File: src/rtl/uart_frame_tx.sv
// -----------------------------------------------------------------------------
// uart_frame_tx
//
// Host-side framer feeding the write side of the UART transmit FIFO. Each
// message goes out as: SOF byte, length byte, payload bytes, XOR checksum.
// The checksum covers the length byte and every payload byte (not SOF).
// FIFO back-pressure (tx_full) is honoured on every byte, so nothing is
// dropped or repeated.
//
// Ports:
//   clk        system clock, rising edge
//   reset      synchronous, active-low reset
//   start      frame request, only looked at in IDLE
//   len        payload byte count, captured together with start
//   pl_data    payload byte from the producer
//   pl_valid   pl_data is valid
//   pl_ready   framer takes pl_data this cycle (only ever high in DATA)
//   tx_full    UART TX FIFO is full
//   wr_uart    FIFO write strobe, one byte per high cycle
//   w_data     byte presented to the FIFO
//   busy       framer is in any state other than IDLE
//   done_tick  one-cycle pulse once the checksum byte has been written
//   err_len    one-cycle pulse after a start with len of 0 or above MAX_LEN
// -----------------------------------------------------------------------------
module uart_frame_tx #(
    parameter logic [7:0] SOF     = 8'hA5,
    parameter int         MAX_LEN = 16,
    parameter int         LEN_BIT = 5
) (
    input  logic               clk,
    input  logic               reset,
    input  logic               start,
    input  logic [LEN_BIT-1:0] len,
    input  logic [7:0]         pl_data,
    input  logic               pl_valid,
    output logic               pl_ready,
    input  logic               tx_full,
    output logic               wr_uart,
    output logic [7:0]         w_data,
    output logic               busy,
    output logic               done_tick,
    output logic               err_len
);

    localparam logic [2:0] ST_IDLE = 3'd0;
    localparam logic [2:0] ST_SOF  = 3'd1;
    localparam logic [2:0] ST_LEN  = 3'd2;
    localparam logic [2:0] ST_DATA = 3'd3;
    localparam logic [2:0] ST_CSUM = 3'd4;
    localparam logic [2:0] ST_DONE = 3'd5;

    localparam logic [LEN_BIT-1:0] MAX_LEN_V = LEN_BIT'(MAX_LEN);
    localparam logic [LEN_BIT-1:0] ONE_V     = LEN_BIT'(1);

    logic [2:0]         state_reg;
    logic [LEN_BIT-1:0] len_reg;
    logic [LEN_BIT-1:0] cnt_reg;
    logic [7:0]         csum_reg;
    logic               done_reg;
    logic               err_reg;

    logic               write_cond;
    logic               len_ok;
    logic               last_byte;

    assign len_ok    = (len != '0) && (len <= MAX_LEN_V);
    assign last_byte = (cnt_reg == len_reg - ONE_V);

    // Byte selection and write qualification. A transfer in DATA is exactly
    // a FIFO write, so pl_ready simply mirrors FIFO space in that state.
    always_comb begin
        // NOTE: every output of this block gets a default up front so that no
        // path through the case statement leaves one unassigned (no latches).
        write_cond = 1'b0;
        w_data     = 8'h00;
        pl_ready   = 1'b0;
        case (state_reg)
            ST_SOF: begin
                write_cond = 1'b1;
                w_data     = SOF;
            end
            ST_LEN: begin
                write_cond = 1'b1;
                w_data     = 8'(len_reg);
            end
            ST_DATA: begin
                write_cond = pl_valid;
                w_data     = pl_data;
                pl_ready   = !tx_full;
            end
            ST_CSUM: begin
                write_cond = 1'b1;
                w_data     = csum_reg;
            end
            default: ;
        endcase
    end

    assign wr_uart   = write_cond && !tx_full;
    assign busy      = (state_reg != ST_IDLE);
    assign done_tick = done_reg;
    assign err_len   = err_reg;

    // Every state other than IDLE/DONE advances only on a cycle that actually
    // wrote a byte, which is what makes tx_full stalls lossless.
    always_ff @(posedge clk) begin
        // NOTE: sequential state uses non-blocking assignments so that all
        // registers update together from values sampled before the edge.
        if (!reset) begin
            state_reg <= ST_IDLE;
            len_reg   <= '0;
            cnt_reg   <= '0;
            csum_reg  <= 8'h00;
            done_reg  <= 1'b0;
            err_reg   <= 1'b0;
        end else begin
            done_reg <= 1'b0;
            err_reg  <= 1'b0;
            case (state_reg)
                ST_IDLE: begin
                    if (start) begin
                        if (len_ok) begin
                            len_reg   <= len;
                            cnt_reg   <= '0;
                            csum_reg  <= 8'h00;
                            state_reg <= ST_SOF;
                        end else begin
                            err_reg <= 1'b1;
                        end
                    end
                end
                ST_SOF: begin
                    if (wr_uart) state_reg <= ST_LEN;
                end
                ST_LEN: begin
                    if (wr_uart) begin
                        csum_reg  <= 8'(len_reg);
                        state_reg <= ST_DATA;
                    end
                end
                ST_DATA: begin
                    if (wr_uart) begin
                        csum_reg <= csum_reg ^ pl_data;
                        if (last_byte) begin
                            cnt_reg   <= '0;
                            state_reg <= ST_CSUM;
                        end else begin
                            cnt_reg <= cnt_reg + ONE_V;
                        end
                    end
                end
                ST_CSUM: begin
                    if (wr_uart) begin
                        done_reg  <= 1'b1;
                        state_reg <= ST_DONE;
                    end
                end
                ST_DONE: begin
                    // A start arriving here is deliberately dropped.
                    state_reg <= ST_IDLE;
                end
                default: state_reg <= ST_IDLE;
            endcase
        end
    end

endmodule
File: config.mk
export PLATFORM = sky130hd
export DESIGN_NAME = uart_frame_tx
export DESIGN_NICKNAME = d
export VERILOG_FILES = /design/src/rtl/uart_frame_tx.sv
export SDC_FILE = /design/constraint.sdc
export NUM_CORES = 1
export LEC_CHECK = 0
export ABC_AREA = 0
export ABC_CLOCK_PERIOD_IN_PS = 1900
export BUFFER_PORTS_ARGS = -buffer_cell sky130_fd_sc_hd__buf_2
export CAP_MARGIN = 10
export CORE_MARGIN = 10
export CORE_UTILIZATION = 54
export CTS_BUF_LIST = sky130_fd_sc_hd__clkbuf_4 sky130_fd_sc_hd__clkbuf_8 sky130_fd_sc_hd__clkbuf_16
export DETAILED_ROUTE_END_ITERATION = 12
export MAX_ROUTING_LAYER = met4
export PLACE_DENSITY = 0.79
export SLEW_MARGIN = 15
export SYNTH_ARGS = -nofsm -noshare
export SYNTH_HDL_FRONTEND = slang
export SYNTH_SLANG_ARGS = --single-unit
File: constraint.sdc
create_clock -name clk -period 1.9 [get_ports clk]
set_clock_uncertainty 0.1 [all_clocks]
set_input_delay 0.38 -clock clk [delete_from_list [all_inputs] [get_ports clk]]
set_output_delay 0.38 -clock clk [all_outputs]
set_load 0.01 [all_outputs]
==> results.txt, run 1 <==
----------------------------------------------------
[Drt]
  Average wire per standard cell ... 18.9 um
  First-pass detailed-route iteration total ... 4
  Violation count after the first detailed-routing iteration ... 240
  Via-to-Cell Ratio ... 6.48
  Number of DRC violations after detailed routing ... 0
  Count of vias placed by the detailed router ... around 1700
  WL final ... roughly 5000 um
  Count of antenna-violating nets left after detailed routing ... 0

[CTS]
  Total clock buffers created by CTS ... 3
  Worst-skew pair later-pin latency ... between 0.3 and 0.4 ns
  CTS tree ... yes
  TritonCTS sink count ... 23
  Clk root buf ... sky130_fd_sc_hd__clkbuf_4
  Maximum level of the CTS H-tree ... 1
  Maximum clock path buffer count ... 2
  Clock transition at the register clock pins on the worst setup and hold paths after CTS ... roughly 0.12 ns

[Die]
  Starting Density ... between 50 and 60%
  DIE AREA ... about 5300 um^2
  Core area ... between 2000 and 3000 um^2
  Chip Width ... 72.5 um
  Die Y-Extent ... around 72 um
  Top-level I/O count ... 31
  Cell row count ... 18

[Cells and area]
  Combined area of the multi-input logic cells ... 1050 um^2
  Net total in the final layout ... 256
  Flip-flop count of the largest register after layout ... 8
  Final core utilization ... between 70% and 80%
  Layout overhead on the synthesized area ... 35.4%
  Ant diodes ... 0
  Most used cells in the layout excluding fill and tap cells ... sky130_fd_sc_hd__buf_2, sky130_fd_sc_hd__buf_4, sky130_fd_sc_hd__dfxtp_1
  Ratio of cells with drive above 1 in the final layout ... ~40%
  Footprint of the flip-flops and latches ... ~470 um^2
  Leading cell type in the layout, fill and taps excluded ... sky130_fd_sc_hd__buf_2
  Summed area of non-filler cells in the final layout ... 2010 um^2
  Filler cells ... about 190

[Global route]
  Vias in the first global route ... approximately 1800
  Number of antenna violations at the first check in global routing ... 0
  Combined global-route utilization of all metal layers ... around 18%
  Largest net degree at the start of global routing ... 16
  Global-route wire length before repair ... just under 8000 um
  Total overflow reported by the global router ... 0

[Worst setup path]
  Worst Path Required ... approximately 1.4 ns
  Startpoint class of the critical path ... flop
  R2R setup slack ... approximately 0.02 ns
  Cell chain of the critical path ... inv_2 -> buf_4 -> nor2_2 -> a22o_1 -> buf_2
  Arrival time of data at the critical path endpoint ... ~1.5 ns
  Worst path buffer plus inverter count ... 3
  Largest fanout on the critical path ... 11
  Delay-heaviest family, CP ... flip-flops
  Critical Path End Type ... primary output
  CP max stage delay ... 0.44 ns
  Kind of critical path ... flop to primary output
  Library cell contributing the largest single delay on the critical path ... sky130_fd_sc_hd__dfxtp_4

[Placement]
  Buffers added on ports ... 30
  Post-placement cell area ... roughly 1800 um^2
  HPWL Detailed ... roughly 3500 um
  Placer's final routability congestion estimate ... approximately 0.9

[Logic synthesis]
  Number of enable flip-flop cells after synthesis ... 0
  Seq cells post-synth ... 23
  Synth unique cells ... 45
  Number of nets in the synthesized netlist ... a little over 200
  Synth warn ... 0
  Top post-synthesis cells by area ... sky130_fd_sc_hd__dfxtp_1, sky130_fd_sc_hd__nor2_1, sky130_fd_sc_hd__nand2_1, sky130_fd_sc_hd__a21oi_1, sky130_fd_sc_hd__a32o_1
  Top_reg_cell synth ... sky130_fd_sc_hd__dfxtp_1
  Fraction of post-synthesis cell area in the top cell type by area ... between 30% and 40%
  Cell type with the largest total area after synthesis ... sky130_fd_sc_hd__dfxtp_1
  Seq/Total Area, Yosys ... a little over 30%
  Post-synthesis instance total ... around 180
  Area of the mapped netlist ... ~1500 um^2
  Mean cell area of the mapped netlist ... between 8 and 9 um^2
  Fraction of registers with async set/reset ... 0%

[Power]
  Power density cells ... 694 nW/um^2
  Peak supply drop ... between 0.0006 and 0.0007 V
  Static power due to leakage ... between 0.8 and 0.9 nW

[Job]
  Number of maximum-capacitance constraint violations ... 0

[STA]
  Crit path setup slack, layout ... -0.0491 ns
  Total count of hold-check failures in the final report ... 0
  Worst-case headroom to the max-slew limit ... between 40% and 50%
  Setup repair after global routing missed its margin ... true
  Total negative slack for setup checks ... -0.172 ns
  Share of the clock period used by the worst path ... 103%
  Final worst path period need ... about 2 ns
  Min Hold Slack ... 0.238 ns
  Final-report max-slew violation count ... 0
  Endpoints failing setup ... 7
  Max Clk Rate ... around 500 MHz
  Transition at the pin with the smallest max-transition slack ... approximately 0.89 ns

[Min path]
  Worst hold-check path type ... primary input to flop

[Run status]
  Run status ... complete, but fails checks
  Violated checks ... setup timing

----------------------------------------------------
[final cells by class]
type | count | area share [%]
well taps | 30 | 1.87
flip-flops and latches | 23 | 23.6
inverters | 5 | 1.43
clock buffers | 4 | 1.49
multi-input cells | 143 | 52.1
repair buffers | 60 | 19.6
[stage by stage]
step           total power, W  worst slack, ns  std cells
6_report              0.00140          -0.0491        265
5_1_grt               0.00146           -0.119        265
3_5_place_dp          0.00104          -0.0419        251
4_1_cts               0.00133          -0.0175        259
2_1_floorplan        0.000858            0.142        183
3_3_place_gp          0.00103           0.0254        251
[what timing repair did]
item / 4_1_cts / 5_1_grt
pin swaps: 1 / 15
setup endpoints to repair: 14 / 23
gates resized for setup: 14 / 27
hold buffers: 0 / 0
buffers inserted: 4 / 6
[path summary, 6_finish.rpt]
kind	end	from	depth (start not counted)
hold reg to reg	cnt_reg[1]	cnt_reg[1]	2
setup reg to reg	cnt_reg[3]	state_reg[0]	6
setup / recovery	w_data[6]	state_reg[0]	5
hold / removal	done_tick	tx_full	2
[where the power goes]
group | total, W | internal [W] | switching [W]
Clock | 0.000250 | 0.0000966 | 0.000153
Combinational | 0.000595 | 0.000267 | 0.000327
Sequential | 0.000553 | 0.000508 | 0.0000447
Total | 0.00140 | 0.000872 | 0.000525
[Yosys cell counts (all sizes together) (3+ instances only)]
cell,number
a21boi,5
a21oi,12
a22o,4
a31oi,3
a32o,6
buf,4
clkbuf,8
dfxtp,23
inv,5
mux2i,5
nand2,17
nand2b,3
nand3,5
nand4,7
nand4b,3
nor2,19
nor3,6
nor3b,4
o211ai,5
o21a,3
o21ai,3
o22ai,5
xnor2,4
xor2,3
[cells by family (layout without fill, tap and decap cells)]
group / count (synthesis) / after routing / synth area share [%]
DFF: 23 / 23 / 31.0
muxes: 5 / 5 / 3.37
and+or+nand+nor: 72 / 72 / 26.6
adders and majority gates: 2 / 2 / 1.68
xor gates and xnor gates: 7 / 7 / 4.12
buffers and inverters: 17 / 69 / 5.05
AOI/OAI and AO/OA: 57 / 57 / 28.2
[per-layer routing]
layer,share of wire [%],vias up,GRT usage [%]
met5,0,-,-
met4,3.6,0,9.70
met3,7.3,19,3.27
met2,53,71,32.6
met1,36,829,18.9
li1,-,798,-
Power figures use the tool's default switching activity.
==> run 2, diff against run 1 <==
CELL_PAD_IN_SITES_DETAIL_PLACEMENT = 1   (was default)
CELL_PAD_IN_SITES_GLOBAL_PLACEMENT = 1   (was default)
CORE_MARGIN = 2   (was 10)
CORE_UTILIZATION = 39   (was 54)
PLACE_DENSITY = default   (was 0.79)
PLACE_DENSITY_LB_ADDON = 0.2   (was default)
==> results.txt, run 2 (synthesis results as in run 1) <==
----------------------------------------------------
[STA]
  Total count of hold-check failures in the final report ... 0 (unchanged)
  Min Hold Slack ... 0.292 ns (+0.0545 ns)
  Final worst path period need ... 1.92 ns (-0.0250 ns)
  Setup repair after global routing missed its margin ... true
  Max Clk Rate ... 520 MHz (+1.3%)
  Transition at the pin with the smallest max-transition slack ... 0.332 ns (-0.557 ns)
  Crit path setup slack, layout ... -0.0241 ns (+0.0250 ns)
  Final-report max-slew violation count ... 0 (unchanged)
  Endpoints failing setup ... 2 (-5)
  Share of the clock period used by the worst path ... 101% (-1.3 points)
  Worst-case headroom to the max-slew limit ... 77.7% (+38 points)

[Drt]
  WL final ... 5460 um (+9.0%)
  Number of DRC violations after detailed routing ... 0 (unchanged)
  Via-to-Cell Ratio ... 5.94 (-8.3%)
  Average wire per standard cell ... 19.4 um (+2.8%)
  Count of antenna-violating nets left after detailed routing ... 0 (unchanged)
  First-pass detailed-route iteration total ... 4 (unchanged)
  Count of vias placed by the detailed router ... 1669 (-2.8%)
  Violation count after the first detailed-routing iteration ... 91 (-62%)

[Worst setup path]
  Critical Path End Type ... primary output
  Kind of critical path ... flop to primary output
  Arrival time of data at the critical path endpoint ... 1.44 ns (-0.03 ns)
  Worst Path Required ... 1.42 ns (about the same)
  Largest fanout on the critical path ... 9 (-2)
  Startpoint class of the critical path ... flop

[Cells and area]
  Filler cells ... 458 (+140%)
  Layout overhead on the synthesized area ... 35.4% (unchanged)
  Net total in the final layout ... 254 (-0.78%)
  Ratio of cells with drive above 1 in the final layout ... 36.9% (-3.5 points)
  Most used cells in the layout excluding fill and tap cells ... sky130_fd_sc_hd__buf_2, sky130_fd_sc_hd__buf_4, sky130_fd_sc_hd__dfxtp_1
  Flip-flop count of the largest register after layout ... 8 (unchanged)
  Final instance count without filler cells ... 281 (+6.0%)
  Leading cell type in the layout, fill and taps excluded ... sky130_fd_sc_hd__buf_2
  Ant diodes ... 0 (unchanged)

[Global route]
  Total overflow reported by the global router ... 0 (unchanged)
  Combined global-route utilization of all metal layers ... 25.8% (+7.4 points)
  Largest net degree at the start of global routing ... 16 (unchanged)
  Number of antenna violations at the first check in global routing ... 0 (unchanged)
  Global-route wire length before repair ... 8310 um (+7.0%)
  Vias in the first global route ... 1749 (-0.11%)

[Placement]
  Buffers added on ports ... 30 (unchanged)
  Inst Count DP ... 271 (+8.0%)
  Placer's final routability congestion estimate ... 0.834 (-6.4%)
  HPWL Detailed ... 3650 um (+4.5%)

[Die]
  Chip Width ... 65.7 um (-9.3%)
  Starting Density ... 40.6% (-18 points)
  Core area ... 3660 um^2 (+44%)
  Cell row count ... 22 (+4)
  Top-level I/O count ... 31 (unchanged)
  Die Y-Extent ... 65.7 um (-9.3%)
  DIE AREA ... 4320 um^2 (-18%)

[CTS]
  CTS tree ... yes
  TritonCTS sink count ... 23 (unchanged)
  Total clock buffers created by CTS ... 3 (unchanged)
  Worst-skew pair later-pin latency ... 0.28 ns (-0.04 ns)
  Maximum level of the CTS H-tree ... 1 (unchanged)
  Clk root buf ... sky130_fd_sc_hd__clkbuf_8
  Clock transition at the register clock pins on the worst setup and hold paths after CTS ... 0.10 ns (-0.02 ns)
  Maximum clock path buffer count ... 2 (unchanged)

[Power]
  Net Sw Power ... 0.000571 W (+8.7%)
  Clock share of power ... 22.4% (+4.5 points)
  Combinational fraction of design power ... 40.7% (-1.9 points)
  Switching Share ... 38.1% (+0.51 points)
  Share of total power in sequential cells ... 36.9% (-2.7 points)
  Static power due to leakage ... 0.805 nW (-1.7%)
  Post-layout power ... 0.00150 W (+7.3%)
  Peak supply drop ... 0.000309 V (-53%)
  Cell-internal power ... 0.000928 W (+6.4%)
  Power density cells ... 745 nW/um^2 (+7.3%)

[Run status]
  Violated checks ... setup timing
  Run status ... complete, but fails checks

[Job]
  Number of maximum-capacitance constraint violations ... 0 (unchanged)

[Min path]
  Worst hold-check path type ... primary input to flop

----------------------------------------------------
[run 2: per-stage QoR]
step / TNS [ns] / utilization, % / instance area, um^2 / setup WS [ns]
detailed placement: -0.206 / 49.3 / 1810 / -0.0495
global placement: -0.0661 / 49.3 / 1810 / -0.0146
floorplan: 0 / - / 1490 / 0.142
finish: -0.0243 / 55.0 / 2010 / -0.0241
global route: -0.326 / 55.0 / 2010 / -0.0563
CTS: -0.00438 / 52.5 / 1920 / -0.00438
[run 2: cell type report]
type | count | area [um^2] | area share, %
Multi-Input combinational cell | 143 | 1030 | 51.3
Sequential cell | 23 | 473 | 23.5
Timing Repair Buffer | 58 | 382 | 19.0
Tap cell | 48 | 60.1 | 2.99
Clock buffer | 3 | 41.3 | 2.05
Inverter | 5 | 18.8 | 0.933
Clock inverter | 1 | 5.00 | 0.249
[run 2: path summary, 6_finish.rpt]
check	end	slack, ns	cells past startpoint	from
setup / recovery	w_data[0]	-0.02	5	state_reg[0]
hold / removal	len_reg[3]	0.29	3	len[3]
setup reg to reg	cnt_reg[3]	0.04	6	state_reg[0]
hold reg to reg	cnt_reg[1]	0.41	2	cnt_reg[1]
[run 2: critical path: stages (launching register included)]
cell	delay, ns
sky130_fd_sc_hd__dfxtp_4	0.43
sky130_fd_sc_hd__buf_6	0.17
sky130_fd_sc_hd__nand2_1	0.09
sky130_fd_sc_hd__a21boi_1	0.14
sky130_fd_sc_hd__o22ai_1	0.17
sky130_fd_sc_hd__buf_2	0.16
[run 2: power groups by stage]
| stage | registers (W) | clock network (W) | logic, W |
|---|---|---|---|
| finish | 0.000553 | 0.000336 | 0.000610 |
| global route | 0.000557 | 0.000355 | 0.000653 |
| CTS | 0.000549 | 0.000329 | 0.000545 |
| detailed placement | 0.000553 | 0 | 0.000511 |
| global placement | 0.000551 | 0 | 0.000487 |
| floorplan | 0.000534 | 0 | 0.000324 |
[run 2: layer usage]
| layer | track usage (%) | up-vias | share of wire, % |
|---|---|---|---|
| li1 | - | 794 | - |
| met1 | 29.7 | 805 | 40 |
| met2 | 45.3 | 58 | 53 |
| met3 | 4.11 | 12 | 5.0 |
| met4 | 8.85 | 0 | 2.0 |
| met5 | - | - | 0 |
[run 2: repair_timing]
item / CTS / global route
hold buffers: 0 / 0
endpoints found under the hold margin: 0 / 0
pin swaps: 1 / 9
gates resized for setup: 10 / 20
cloned: 0 / 1
buffers inserted: 4 / 1
endpoints found under the setup margin: 11 / 14
